**config.mk**
```make
export PLATFORM = sky130hd
export DESIGN_NAME = subtractor_cla4_seq_flat
export DESIGN_NICKNAME = d
export VERILOG_FILES = /design/src/rtl/subtractor_cla4_seq_if.sv /design/src/rtl/subtractor_cla4_seq.sv /design/src/flat_wrapper.sv
export SDC_FILE = /design/constraint.sdc
export NUM_CORES = 1
export LEC_CHECK = 0
export ABC_AREA = 1
export CAP_MARGIN = 0
export CORE_MARGIN = 10
export CORE_UTILIZATION = 56
export CTS_BUF_LIST = sky130_fd_sc_hd__clkbuf_4 sky130_fd_sc_hd__clkbuf_8 sky130_fd_sc_hd__clkbuf_16
export DETAILED_ROUTE_END_ITERATION = 8
export PLACE_DENSITY_LB_ADDON = 0.25
export SLEW_MARGIN = 20
export SYNTH_ARGS = -nofsm -noshare
export SYNTH_HDL_FRONTEND = slang
export SYNTH_SLANG_ARGS = --single-unit
```
**constraint.sdc**
```tcl
create_clock -name i_clk -period 4.3 [get_ports i_clk]
set_input_delay 0.86 -clock i_clk [delete_from_list [all_inputs] [get_ports i_clk]]
set_output_delay 0.86 -clock i_clk [all_outputs]
set_load 0.03 [all_outputs]
```
**src/rtl/subtractor_cla4_seq_if.sv**
```systemverilog
// rtl/subtractor_cla4_seq_if.sv - request/result bundle for the chunked sequential subtractor
interface subtractor_cla4_seq_if #(
  parameter int WIDTH = 32
);
  logic             start;
  logic [WIDTH-1:0] x;
  logic [WIDTH-1:0] y;
  logic             bin;
  logic             busy;
  logic             done;
  logic [WIDTH-1:0] diff;
  logic             bout;
  logic             ovf;
  logic             zero;

  modport master (
    output start, x, y, bin,
    input  busy, done, diff, bout, ovf, zero
  );

  modport slave (
    input  start, x, y, bin,
    output busy, done, diff, bout, ovf, zero
  );
endinterface

```
**src/rtl/subtractor_cla4_seq.sv**
```systemverilog
// rtl/subtractor_cla4_seq.sv - multi-cycle x - y - bin, CHUNK bits per cycle LSB first
module subtractor_cla4_seq #(
  parameter int WIDTH = 32,
  parameter int CHUNK = 4
) (
  input logic                 i_clk,
  input logic                 i_rst,
  subtractor_cla4_seq_if.slave bus
);
  localparam int N  = WIDTH / CHUNK;
  localparam int CW = (N > 1) ? $clog2(N) : 1;

  typedef enum logic [1:0] {
    IDLE = 2'd0,
    RUN  = 2'd1,
    DONE = 2'd2
  } state_t;

  state_t                 r_state;
  state_t                 w_next;
  logic [CW-1:0]          r_cnt;
  logic [WIDTH-1:0]       r_xr;
  logic [WIDTH-1:0]       r_yr;
  logic                   r_xs;
  logic                   r_ys;
  logic                   r_brw;
  logic [WIDTH-CHUNK-1:0] r_work;
  logic [WIDTH-1:0]       r_diff;
  logic                   r_bout;
  logic                   r_ovf;
  logic                   r_zero;

  logic [CHUNK:0]         w_sub;
  logic [CHUNK-1:0]       w_d;
  logic                   w_b;
  logic                   w_last;
  logic [WIDTH-1:0]       w_final;

  // Operands shift right so the active chunk always sits in the low bits;
  // finished chunks enter r_work from the top, so {d, r_work} is the full result.
  always_comb begin
    w_sub   = {1'b0, r_xr[CHUNK-1:0]} - {1'b0, r_yr[CHUNK-1:0]} - {{CHUNK{1'b0}}, r_brw};
    w_d     = w_sub[CHUNK-1:0];
    w_b     = w_sub[CHUNK];
    w_last  = (r_cnt == CW'(N - 1));
    w_final = {w_d, r_work};
  end

  always_comb begin
    w_next = r_state;
    case (r_state)
      IDLE:    if (bus.start) w_next = RUN;
      RUN:     if (w_last) w_next = DONE;
      DONE:    w_next = IDLE;
      default: w_next = IDLE;
    endcase
  end

  always_ff @(posedge i_clk) begin
    if (i_rst) begin
      r_state <= IDLE;
      r_cnt   <= '0;
      r_xr    <= '0;
      r_yr    <= '0;
      r_xs    <= 1'b0;
      r_ys    <= 1'b0;
      r_brw   <= 1'b0;
      r_work  <= '0;
      r_diff  <= '0;
      r_bout  <= 1'b0;
      r_ovf   <= 1'b0;
      r_zero  <= 1'b1;
    end else begin
      r_state <= w_next;
      case (r_state)
        IDLE: begin
          if (bus.start) begin
            r_xr   <= bus.x;
            r_yr   <= bus.y;
            r_xs   <= bus.x[WIDTH-1];
            r_ys   <= bus.y[WIDTH-1];
            r_brw  <= bus.bin;
            r_cnt  <= '0;
            r_work <= '0;
          end
        end
        RUN: begin
          r_xr   <= {{CHUNK{1'b0}}, r_xr[WIDTH-1:CHUNK]};
          r_yr   <= {{CHUNK{1'b0}}, r_yr[WIDTH-1:CHUNK]};
          r_brw  <= w_b;
          r_work <= w_final[WIDTH-1:CHUNK];
          r_cnt  <= w_last ? '0 : r_cnt + 1'b1;
          if (w_last) begin
            r_diff <= w_final;
            r_bout <= w_b;
            r_ovf  <= (r_xs != r_ys) && (w_final[WIDTH-1] != r_xs);
            r_zero <= (w_final == '0);
          end
        end
        default: ;
      endcase
    end
  end

  assign bus.busy = (r_state != IDLE);
  assign bus.done = (r_state == DONE);
  assign bus.diff = r_diff;
  assign bus.bout = r_bout;
  assign bus.ovf  = r_ovf;
  assign bus.zero = r_zero;
endmodule

```
**src/flat_wrapper.sv**
```systemverilog
// flat-port wrapper written by rule: the top's interface ports become plain ports
module subtractor_cla4_seq_flat 
#(
  parameter int WIDTH = 32,
  parameter int CHUNK = 4
)
  (i_clk, i_rst, bus_start, bus_x, bus_y, bus_bin, bus_busy, bus_done, bus_diff, bus_bout, bus_ovf, bus_zero);
  subtractor_cla4_seq_if #(.WIDTH(WIDTH)) bus_i ();
  input logic i_clk;
  input logic i_rst;
  input wire logic [$bits(bus_i.start)-1:0] bus_start;
  input wire logic [$bits(bus_i.x)-1:0] bus_x;
  input wire logic [$bits(bus_i.y)-1:0] bus_y;
  input wire logic [$bits(bus_i.bin)-1:0] bus_bin;
  output wire logic [$bits(bus_i.busy)-1:0] bus_busy;
  output wire logic [$bits(bus_i.done)-1:0] bus_done;
  output wire logic [$bits(bus_i.diff)-1:0] bus_diff;
  output wire logic [$bits(bus_i.bout)-1:0] bus_bout;
  output wire logic [$bits(bus_i.ovf)-1:0] bus_ovf;
  output wire logic [$bits(bus_i.zero)-1:0] bus_zero;
  assign bus_i.start = bus_start;
  assign bus_i.x = bus_x;
  assign bus_i.y = bus_y;
  assign bus_i.bin = bus_bin;
  assign bus_busy = bus_i.busy;
  assign bus_done = bus_i.done;
  assign bus_diff = bus_i.diff;
  assign bus_bout = bus_i.bout;
  assign bus_ovf = bus_i.ovf;
  assign bus_zero = bus_i.zero;
  subtractor_cla4_seq #(.WIDTH(WIDTH), .CHUNK(CHUNK)) u_core (.i_clk(i_clk), .i_rst(i_rst), .bus(bus_i));
endmodule
```
==> results of run 1 <==
==> cell families after synthesis <==
logic type	after synthesis	synth area share, %
compound gates	225	19.8
xor+xnor	1	0.153
fa+ha+maj	10	2.44
buf+inv	138	10.9
flops	135	47.1
simple gates	278	19.6
==> final cells by class <==
type | instances | area share (%)
flip-flops and latches | 135 | 36.7
inverters | 86 | 4.39
well taps | 133 | 2.26
repair buffers | 109 | 14.9
clock buffers | 21 | 6.29
clock inverters | 11 | 2.64
multi-input cells | 514 | 32.7
==> through the flow <==
step | power (mW) | utilization (%) | instance area [sq um] | setup slack [ns]
floorplan | 1.67 | - | 5730 | 1.89
global placement | 1.77 | 67.9 | 6700 | 1.47
detailed placement | 1.79 | 67.9 | 6700 | 1.44
CTS | 3.38 | 74.6 | 7360 | 1.53
global route | 3.51 | 74.6 | 7360 | 1.31
finish | 3.38 | 74.6 | 7360 | 1.51
==> sequential cells by signal, summed over array words and instances, names as in the netlist <==
| signal | count |
|---|---|
| u_core.bus.zero | 1 |
| u_core.r_cnt | 3 |
| u_core.bus.diff | 32 |
| u_core.r_state | 2 |
| u_core.r_yr | 32 |
| u_core.r_brw | 1 |
| u_core.r_xs | 1 |
| u_core.r_work | 28 |
| u_core.r_ys | 1 |
| u_core.bus.ovf | 1 |
| u_core.bus.bout | 1 |
| u_core.r_xr | 32 |
==> cell usage in the layout, fill, tap and decap left out, drive strengths merged <==
master	n
o21a	2
buf	6
or2	1
nand2	215
clkinv	4
inv	87
xor2	1
bufinv	5
fa	2
clkinvlp	1
o21ai	117
nand4	1
a21oi	104
clkdlybuf4s50	103
o211ai	2
clkbuf	21
nor2	21
nor3	1
nand3	39
dfxtp	135
ha	8
==> metal layers <==
| layer | routed length (microns) | part of all wire, % | global-route usage, % | vias to the layer above |
|---|---|---|---|---|
| met5 | 0 | 0 | 0 | - |
| met4 | 436 | 2.8 | 9.17 | 0 |
| met3 | 1010 | 6.4 | 5.96 | 44 |
| met2 | 7690 | 49 | 36.5 | 185 |
| met1 | 6490 | 42 | 24.5 | 2490 |
| li1 | - | - | - | 2678 |
==> worst max-delay path by stage <==
| stage | cells after the start | endpoint |
|---|---|---|
| 3_3_place_gp | 8 | u_core.r_brw$_SDFFE_PP0P_ |
| 4_1_cts | 11 | u_core.bus.zero$_SDFFE_PP1P_ |
| 3_5_place_dp | 8 | u_core.r_brw$_SDFFE_PP0P_ |
| 2_1_floorplan | 14 | u_core.bus.bout$_SDFFE_PP0P_ |
| 6_report | 11 | u_core.bus.zero$_SDFFE_PP1P_ |
| 5_1_grt | 8 | u_core.bus.diff[4]$_SDFFE_PP0P_ |
==> report_power, final <==
| part | internal (mW) | switching [mW] |
|---|---|---|
| Combinational | 0.166 | 0.260 |
| Sequential | 1.32 | 0.0280 |
| Clock | 1.06 | 0.553 |
| Total | 2.54 | 0.841 |
==> tightest hold or removal path: stages, from the launching register on <==
cell and delay (ns):
dfxtp_1 0.30, inv_1 0.05, a21oi_1 0.05
==> metrics.md, run 1 <==
| Metric | Value |
|---|---|
| Delay-heaviest family, CP | adder cells |
| Core Rows | 36 |
| Leak | 3.00 nW |
| Post-synth top cells | nand2_1, dfxtp_1, a21oi_1, inv_1, o21ai_0 |
| Slowest CP cell | fa_1 |
| H-tree depth | 4 |
| Syn_area_per_cell | 7.29 sq um |
| RSZ-0062 raised after global routing | false |
| Crit. Startpoint | u_core.r_brw$_SDFFE_PP0P_ |
| Status | finished, final reports clean |
| Clk root buf | clkbuf_8 |
| Placed Cells | 977 |
| Via count | 5397 |
| Critical path's largest stage delay | between 0.5 and 0.6 ns |
| GRT overflow | 0 |
| Residual DRC count | 0 |
| Post-synth ARST share | 0% |
| Final wirelength | roughly 16000 microns |
| Routability cong. | 0.818 |
| Share of the synthesized area in the top cell type | a little under half |
| Mapped Cells | 787 |
| Initial DRC count | 454 |
| Core ar. | 0.00986 sq mm |
| Distinct cells, synth | 26 |
| Hold buffer count at cts | 0 |
| Ant diodes | 0 |
| Slew @ Worst Pin | 0.934 ns |
| # setup viols final | 0 |
| Endpoint type of the worst setup path | flip-flop |
| Most used DFF post-synth | dfxtp_1 |
| Syn nets | ~870 |
| WP data required | 4.76 ns |
| Final Max Slew Viols | 0 |
| Synthesis Warnings | 0 |
| Pre-antenna DRT Iters | 6 |
| Synth area leader | dfxtp_1 |
| Max_cap viols | 0 |
| Share of layout cells above drive strength 1 | 5.82% |
| Clock sink total | roughly 140 |
| Worst path cell trace | inv_1 -> fa_1 -> inv_1 -> ha_1 -> or2_2 -> fa_1 -> nor3_1 -> nand4_1 -> nor2_1 -> nand3_1 -> nand2_1 |
| Antenna Violating Nets Remaining | 0 |
| Sequential area share after synthesis | 47.1% |
| Post CTS Setup Buffer Count | 0 |
| Avg Vias per Cell | approximately 5.3 |
| Total die area | 0.0147 sq mm |
| Crit path buf inv count | 2 |
| Die width | 121 microns |
| Mapped Area | 0.00573 sq mm |
| Power per Cell Area | 460 mW/mm^2 |
| Worst hold path depth | 2 |
| Post-CTS resize count | 0 |
| Count leader, synth | nand2_1 |
| R2r endpoint | u_core.bus.zero$_SDFFE_PP1P_ |
| Hold WC Path Type | flip-flop to flip-flop |
| Final setup skew | 0.00795 ns |
| Clock network latency to the later pin of the worst-skew pair | ~0.52 ns |
| GRT Total Usage | 21.4% |
| Max rail drop VDD | 299 uV |
| Longest Clk Path Bufs | 2 |
| Largest net degree at the start of global routing | between 80 and 90 |
| Top fanout value on the critical path | 3 |
| Reg2reg start | u_core.r_brw$_SDFFE_PP0P_ |
| Worst hold start | u_core.r_yr[5]$_SDFFE_PP0P_ |
| Synth top area cells | dfxtp_1, nand2_1, a21oi_1 |
| Minimum clock period | around 2.8 ns |
| Worst setup path category | flip-flop to flip-flop |
| Final Instance Count excl. Fillers | about 1000 |
| Area grow syn2layout | 28.3% |
| CTS Buf Count | 17 |
| Setup TNS | 0 ns |
| CTS tree | built |
| Sequential standard cell area | 0.00270 sq mm |
| Data arrival, critical path | about 3.2 ns |
| Yosys reg bits | 135 |
| Antenna violations before repair | 0 |
| Post-synth EDFFs | 0 |
| First-pass GRT wire length | 25700 microns |
| Fill cells | 756 |
| Final nets | 941 |
| Initial Utilization | 58.1% |
| Port Buffer Count | 104 |
| CP Launch Type | flip-flop |
| Vias in the first global route | 5456 |
| CTS clk-pin slew, worst paths | 0.06 ns |
| R2R setup slack | 1.51 ns |
| Worst min-delay path endpoint | u_core.r_yr[5]$_SDFFE_PP0P_ |
| Drt wl/cell | 15.5 microns |
| Worst reg2reg path depth | 11 |
| Die Height | 121 microns |
| Max transition margin | 37.7% |
| Dpl hpwl | 10000 microns |
| IO Count | 105 |
| WHS | between 0.4 and 0.5 ns |
| Final Hold Viols | 0 |
| Max Clk Rate | 359 MHz |
| Multi-input logic area | 0.00241 sq mm |
| Tcrit/Tclk final | between 60% and 70% |
Power figures use the tool's default switching activity.
==> inputs of run 2 (changes only) <==
- CORE_UTILIZATION: 56 -> 52
- clock period: 4.3 -> 2.7 ns (I/O delays scaled with it)
==> metrics.md, run 2 (synthesis gave the netlist of run 1 again) <==
| Metric | Value |
|---|---|
| Final Max Slew Viols | 0 |
| Die Height | 125 microns |
| Residual DRC count | 0 |
| Antenna Violating Nets Remaining | 0 |
| First-pass GRT wire length | around 25000 microns |
| Core Rows | 38 |
| Initial DRC count | 555 |
| Endpoint type of the worst setup path | flip-flop |
| Max Clk Rate | a little under 400 MHz |
| WHS | 0.444 ns |
| R2R setup slack | 0.11 ns |
| # setup viols final | 0 |
| Most common cell after layout, fill and taps aside | nand2_1 |
| Hold WC Path Type | flip-flop to flip-flop |
| Tcrit/Tclk final | 95.8% |
| Slowest CP cell | fa_1 |
| Core ar. | 0.0108 sq mm |
| Minimum clock period | 2.59 ns |
| RSZ-0062 raised after global routing | false |
| CTS clk-pin slew, worst paths | 0.06 ns |
| Worst setup path category | flip-flop to flip-flop |
| Ant diodes | 0 |
| Drt wl/cell | around 15 microns |
| WP data required | 3.11 ns |
| Status | finished, final reports clean |
| Largest net degree at the start of global routing | 61 |
| Setup TNS | 0 ns |
| Max rail drop VDD | 607 uV |
| Total die area | roughly 0.016 sq mm |
| Area grow syn2layout | 28.3% |
| Pre-antenna DRT Iters | 6 |
| Hold buffer count at cts | 0 |
| Initial Utilization | 52.9% |
| Clk root buf | clkbuf_8 |
| Post CTS Setup Buffer Count | 0 |
| Avg Vias per Cell | ~5.2 |
| CP Launch Type | flip-flop |
| GRT overflow | 0 |
| Critical path's largest stage delay | around 0.55 ns |
| Final setup skew | 0.00767 ns |
| Max transition margin | 43.9% |
| Die width | 125 microns |
| Max_cap viols | 0 |
| Longest Clk Path Bufs | 2 |
| Multi-input logic area | 0.00242 sq mm |
| CTS tree | built |
| Data arrival, critical path | roughly 3.0 ns |
| Clock network latency to the later pin of the worst-skew pair | 0.52 ns |
| GRT Total Usage | 19.3% |
| Final nets | approximately 950 |
| Final wirelength | about 15000 microns |
| Routability cong. | 0.831 |
| Power per Cell Area | 693 mW/mm^2 |
| Antenna violations before repair | 1 |
| Sequential standard cell area | 0.00270 sq mm |
| Final Hold Viols | 0 |
| Final Cell Area | 0.00736 sq mm |
| Clock sink total | 135 |
| Delay-heaviest family, CP | adder cells |
| Top fanout value on the critical path | 2 |
| Crit path buf inv count | 4 |
| Fill cells | a little over 900 |
| Slew @ Worst Pin | 0.840 ns |
| Leak | 2.99 nW |
| Via count | between 5000 and 6000 |
| Port Buffer Count | 104 |
| Share of layout cells above drive strength 1 | 6.48% |
| CTS Buf Count | 17 |
| Vias in the first global route | 5284 |
| IO Count | 105 |
| Worst path cell trace | inv_1 -> fa_1 -> inv_1 -> ha_1 -> or2_2 -> fa_2 -> inv_1 -> nand2_1 -> nand2_1 -> nand3_2 -> nand2_1 -> nand2_1 -> o211ai_1 -> inv_1 |
| Dpl hpwl | slightly above 10000 microns |
| Placement-stage cell area | a little under 0.007 sq mm |
| Most frequent cells in the layout | nand2_1, dfxtp_1, a21oi_1, clkdlybuf4s50_1, inv_1 |
| H-tree depth | 4 |
-- run 2: worst paths after layout --
kind,from,to,cells after the start
max,u_core.r_yr[0]$_SDFFE_PP0P_,u_core.bus.bout$_SDFFE_PP0P_,14
min,u_core.r_yr[13]$_SDFFE_PP0P_,u_core.r_yr[13]$_SDFFE_PP0P_,2
max reg2reg,u_core.r_yr[0]$_SDFFE_PP0P_,u_core.bus.bout$_SDFFE_PP0P_,14
min reg2reg,u_core.r_yr[13]$_SDFFE_PP0P_,u_core.r_yr[13]$_SDFFE_PP0P_,2
-- run 2: per-stage QoR --
step | total power, mW | std cells | setup WS, ns | utilization [%]
detailed placement | 2.86 | 989 | 0.0795 | 62.3
global placement | 2.83 | 989 | 0.208 | 62.3
global route | 5.34 | 1020 | 0.0117 | 67.9
finish | 5.10 | 1020 | 0.113 | 67.9
CTS | 5.12 | 1020 | 0.0537 | 67.8
floorplan | 2.66 | 787 | 0.291 | -
-- run 2: worst min-delay path, stage by stage (launching register included) --
cell	delay, ns
dfxtp_1	0.30
inv_1	0.05
a21oi_1	0.05
-- run 2: where the power goes --
group | switching [mW] | total [mW] | leakage, nW | internal, mW
logic | 0.414 | 0.686 | 1.61 | 0.272
clock network | 0.817 | 2.27 | 0.284 | 1.45
registers | 0.0428 | 2.15 | 1.10 | 2.11
total | 1.27 | 5.10 | 2.99 | 3.83
-- run 2: final cells by class --
class	instances	share of cell area (%)
sequential	135	36.7
multi-input combinational	514	32.8
timing repair buffer	114	15.6
clock buffer	25	6.79
inverter	86	4.39
tap	140	2.38
clock inverter	6	1.24
-- run 2: timing repair --
action | 4_1_cts | 5_1_grt
resized for setup | 0 | 2
endpoints found under the setup margin | 0 | 3
hold endpoints to repair | 0 | 0
-- run 2: layer usage --
| metal | up-vias | global-route usage, % | wire length, microns |
|---|---|---|---|
| met5 | - | 0 | 18 |
| met4 | 2 | 8.33 | 369 |
| met3 | 34 | 6.38 | 991 |
| met2 | 174 | 30.9 | 7260 |
| met1 | 2450 | 23.3 | 6680 |
| li1 | 2688 | - | - |
==> inputs of run 3 (changes only) <==
--- a/config.mk
+++ b/config.mk
@@ -9,8 +9,9 @@
 export CAP_MARGIN = 0
 export CORE_MARGIN = 10
-export CORE_UTILIZATION = 52
+export CORE_UTILIZATION = 45
 export CTS_BUF_LIST = sky130_fd_sc_hd__clkbuf_4 sky130_fd_sc_hd__clkbuf_8 sky130_fd_sc_hd__clkbuf_16
 export DETAILED_ROUTE_END_ITERATION = 8
 export PLACE_DENSITY_LB_ADDON = 0.25
+export SKIP_LAST_GASP = 1
 export SLEW_MARGIN = 20
 export SYNTH_ARGS = -nofsm -noshare
==> constraint.sdc (replaced) <==
create_clock -name i_clk -period 2.7 [get_ports i_clk]
set_input_delay 0.27 -clock i_clk [delete_from_list [all_inputs] [get_ports i_clk]]
set_output_delay 0.27 -clock i_clk [all_outputs]
set_load 0.03 [all_outputs]
==> metrics.md, run 3 (synthesis gave the netlist of run 1 again) <==
| Metric | Value |
|---|---|
| Hold WC Path Type | input port to flip-flop |
| Fill cells | about 1200 |
| Worst reg2reg path depth | 14 |
| Via count | 5059 |
| Largest net degree at the start of global routing | 73 |
| Share of layout cells above drive strength 1 | 6.36% |
| Max_cap viols | 0 |
| Top fanout value on the critical path | 2 |
| First-pass GRT wire length | 24600 microns |
| Gr busiest metal | met2 |
| Final Max Slew Viols | 0 |
| Residual DRC count | 0 |
| Minimum clock period | 2.52 ns |
| Max Clk Rate | 397 MHz |
| NetSw | around 1.3 mW |
| Power per Cell Area | 689 mW/mm^2 |
| Grt met1 use | about 22% |
| Data arrival, critical path | 2.83 ns |
| Most common cell after layout, fill and taps aside | nand2_1 |
| Crit path buf inv count | 4 |
| Comb pwr share | about 13% |
| Clock network latency to the later pin of the worst-skew pair | 0.42 ns |
| CTS clk-pin slew, worst paths | about 0.060 ns |
| Final nets | 945 |
| Post CTS Setup Buffer Count | 0 |
| Routability cong. | 0.811 |
| CTS Buf Count | 17 |
| Multi-input logic area | 0.00241 sq mm |
| Die Height | 133 microns |
| Antenna violations before repair | 2 |
| Delay-heaviest family, CP | adder cells |
| Internal Pwr Total | approximately 3.8 mW |
| Core ar. | approximately 0.013 sq mm |
| Pre-antenna DRT Iters | 4 |
| Longest Clk Path Bufs | 2 |
| Clock sink total | 135 |
| GR Util met2 | 25.5% |
| GR Util met3 | 6.09% |
| Initial Utilization | 45.6% |
| Endpoint type of the worst setup path | flip-flop |
| Drt wl/cell | 13.6 microns |
| IO Count | 105 |
| Fin util | about three fifths |
| Leak | 2.98 nW |
| Clock share of power | 44.9% |
| Final setup skew | 0.00791 ns |
| Area grow syn2layout | 28.6% |
| Worst path cell trace | inv_1 -> fa_1 -> inv_1 -> ha_1 -> or2_2 -> fa_1 -> inv_1 -> nand2_1 -> nand2_1 -> nand3_1 -> nand2_1 -> nand2_1 -> o211ai_1 -> inv_1 |
| Status | finished, final reports clean |
| Pre-CTS WS | 0.176 ns |
| Worst setup path category | flip-flop to flip-flop |
| Sw Ratio | 26.1% |
| Tcrit/Tclk final | 93.2% |
| Port Buffer Count | 104 |
| Critical path's largest stage delay | 0.55 ns |
| H-tree depth | 4 |
| GRT overflow | 0 |
| Clk root buf | clkbuf_16 |
| Avg Vias per Cell | 4.80 |
| RSZ-0062 raised after global routing | false |
| # setup viols final | 0 |
| Reg power frac | ~42% |
| Setup WS post-layout | 0.183 ns |
| Worst hold path depth | 4 |
| Slew @ Worst Pin | ~0.55 ns |
| Max rail drop VDD | between 300 and 400 uV |
| Final wirelength | 14300 microns |
| Vias in the first global route | 4947 |
| Core Rows | roughly 40 |
| WP data required | 3.01 ns |
| Initial DRC count | 351 |
| Total die area | 0.0177 sq mm |
| Crit path depth | 14 |
| CP Launch Type | flip-flop |
| Antenna Violating Nets Remaining | 0 |
| Sequential standard cell area | 0.00270 sq mm |
| Max transition margin | 63.6% |
| Dpl hpwl | 9360 microns |
| CTS tree | built |
| Setup TNS | 0 ns |
| Slowest CP cell | fa_1 |
| Hold buffer count at cts | 0 |
| GRT Total Usage | 16.8% |
| Final Hold Viols | 0 |
| Most frequent cells in the layout | nand2_1, dfxtp_1, a21oi_1, clkdlybuf4s50_1, inv_1 |
| Die width | ~130 microns |
-- run 3: stage by stage --
stage          std cells  power [mW]  hold WS, ns  area, sq um
2_1_floorplan        787        2.66        0.418         5730
3_3_place_gp        1020        2.83        0.434         6780
3_5_place_dp        1020        2.84        0.439         6780
4_1_cts             1052        5.13        0.332         7370
5_1_grt             1052        5.34        0.367         7370
6_report            1053        5.08        0.327         7380
-- run 3: per-layer routing --
layer | wire length (microns) | vias to the layer above
li1 | - | 2695
met2 | 6470 | 108
met4 | 107 | 2
met3 | 906 | 14
met1 | 6840 | 2240
met5 | 13 | -
-- run 3: repair_timing --
item	4_1_cts	5_1_grt
hold endpoints to repair	0	0
gates resized for setup	0	1
endpoints found under the setup margin	0	3
-- run 3: power by group through the flow --
stage | clock network (mW) | registers, mW | logic (mW)
2_1_floorplan | 0 | 2.18 | 0.480
3_3_place_gp | 0 | 2.18 | 0.652
3_5_place_dp | 0 | 2.19 | 0.656
4_1_cts | 2.32 | 2.14 | 0.662
5_1_grt | 2.42 | 2.15 | 0.761
6_report | 2.28 | 2.14 | 0.655
-- run 3: final timing paths --
kind | end | slack, ns | startpoint
setup / recovery | u_core.bus.bout$_SDFFE_PP0P_ | 0.18 | u_core.r_yr[0]$_SDFFE_PP0P_
hold / removal | u_core.bus.diff[4]$_SDFFE_PP0P_ | 0.33 | i_rst
setup reg to reg | u_core.bus.bout$_SDFFE_PP0P_ | 0.18 | u_core.r_yr[0]$_SDFFE_PP0P_
hold reg to reg | u_core.r_yr[19]$_SDFFE_PP0P_ | 0.45 | u_core.r_yr[19]$_SDFFE_PP0P_
-- run 3: worst reg2reg max path: cells and delay by family (launching register included) --
family,cells,cell delay (ns)
adders and majority gates,3,1.16
AOI/OAI and AO/OA,1,0.08
buffers and inverters,4,0.23
and+or+nand+nor,6,0.67
DFF,1,0.30
-- run 3: area by class of cell --
class                      count  area share (%)
inverter                      86            4.38
multi-input combinational    514            32.7
antenna                        1          0.0339
timing repair buffer         113            15.3
clock inverter                14            2.05
tap                          172            2.92
sequential                   135            36.6
clock buffer                  18            5.95
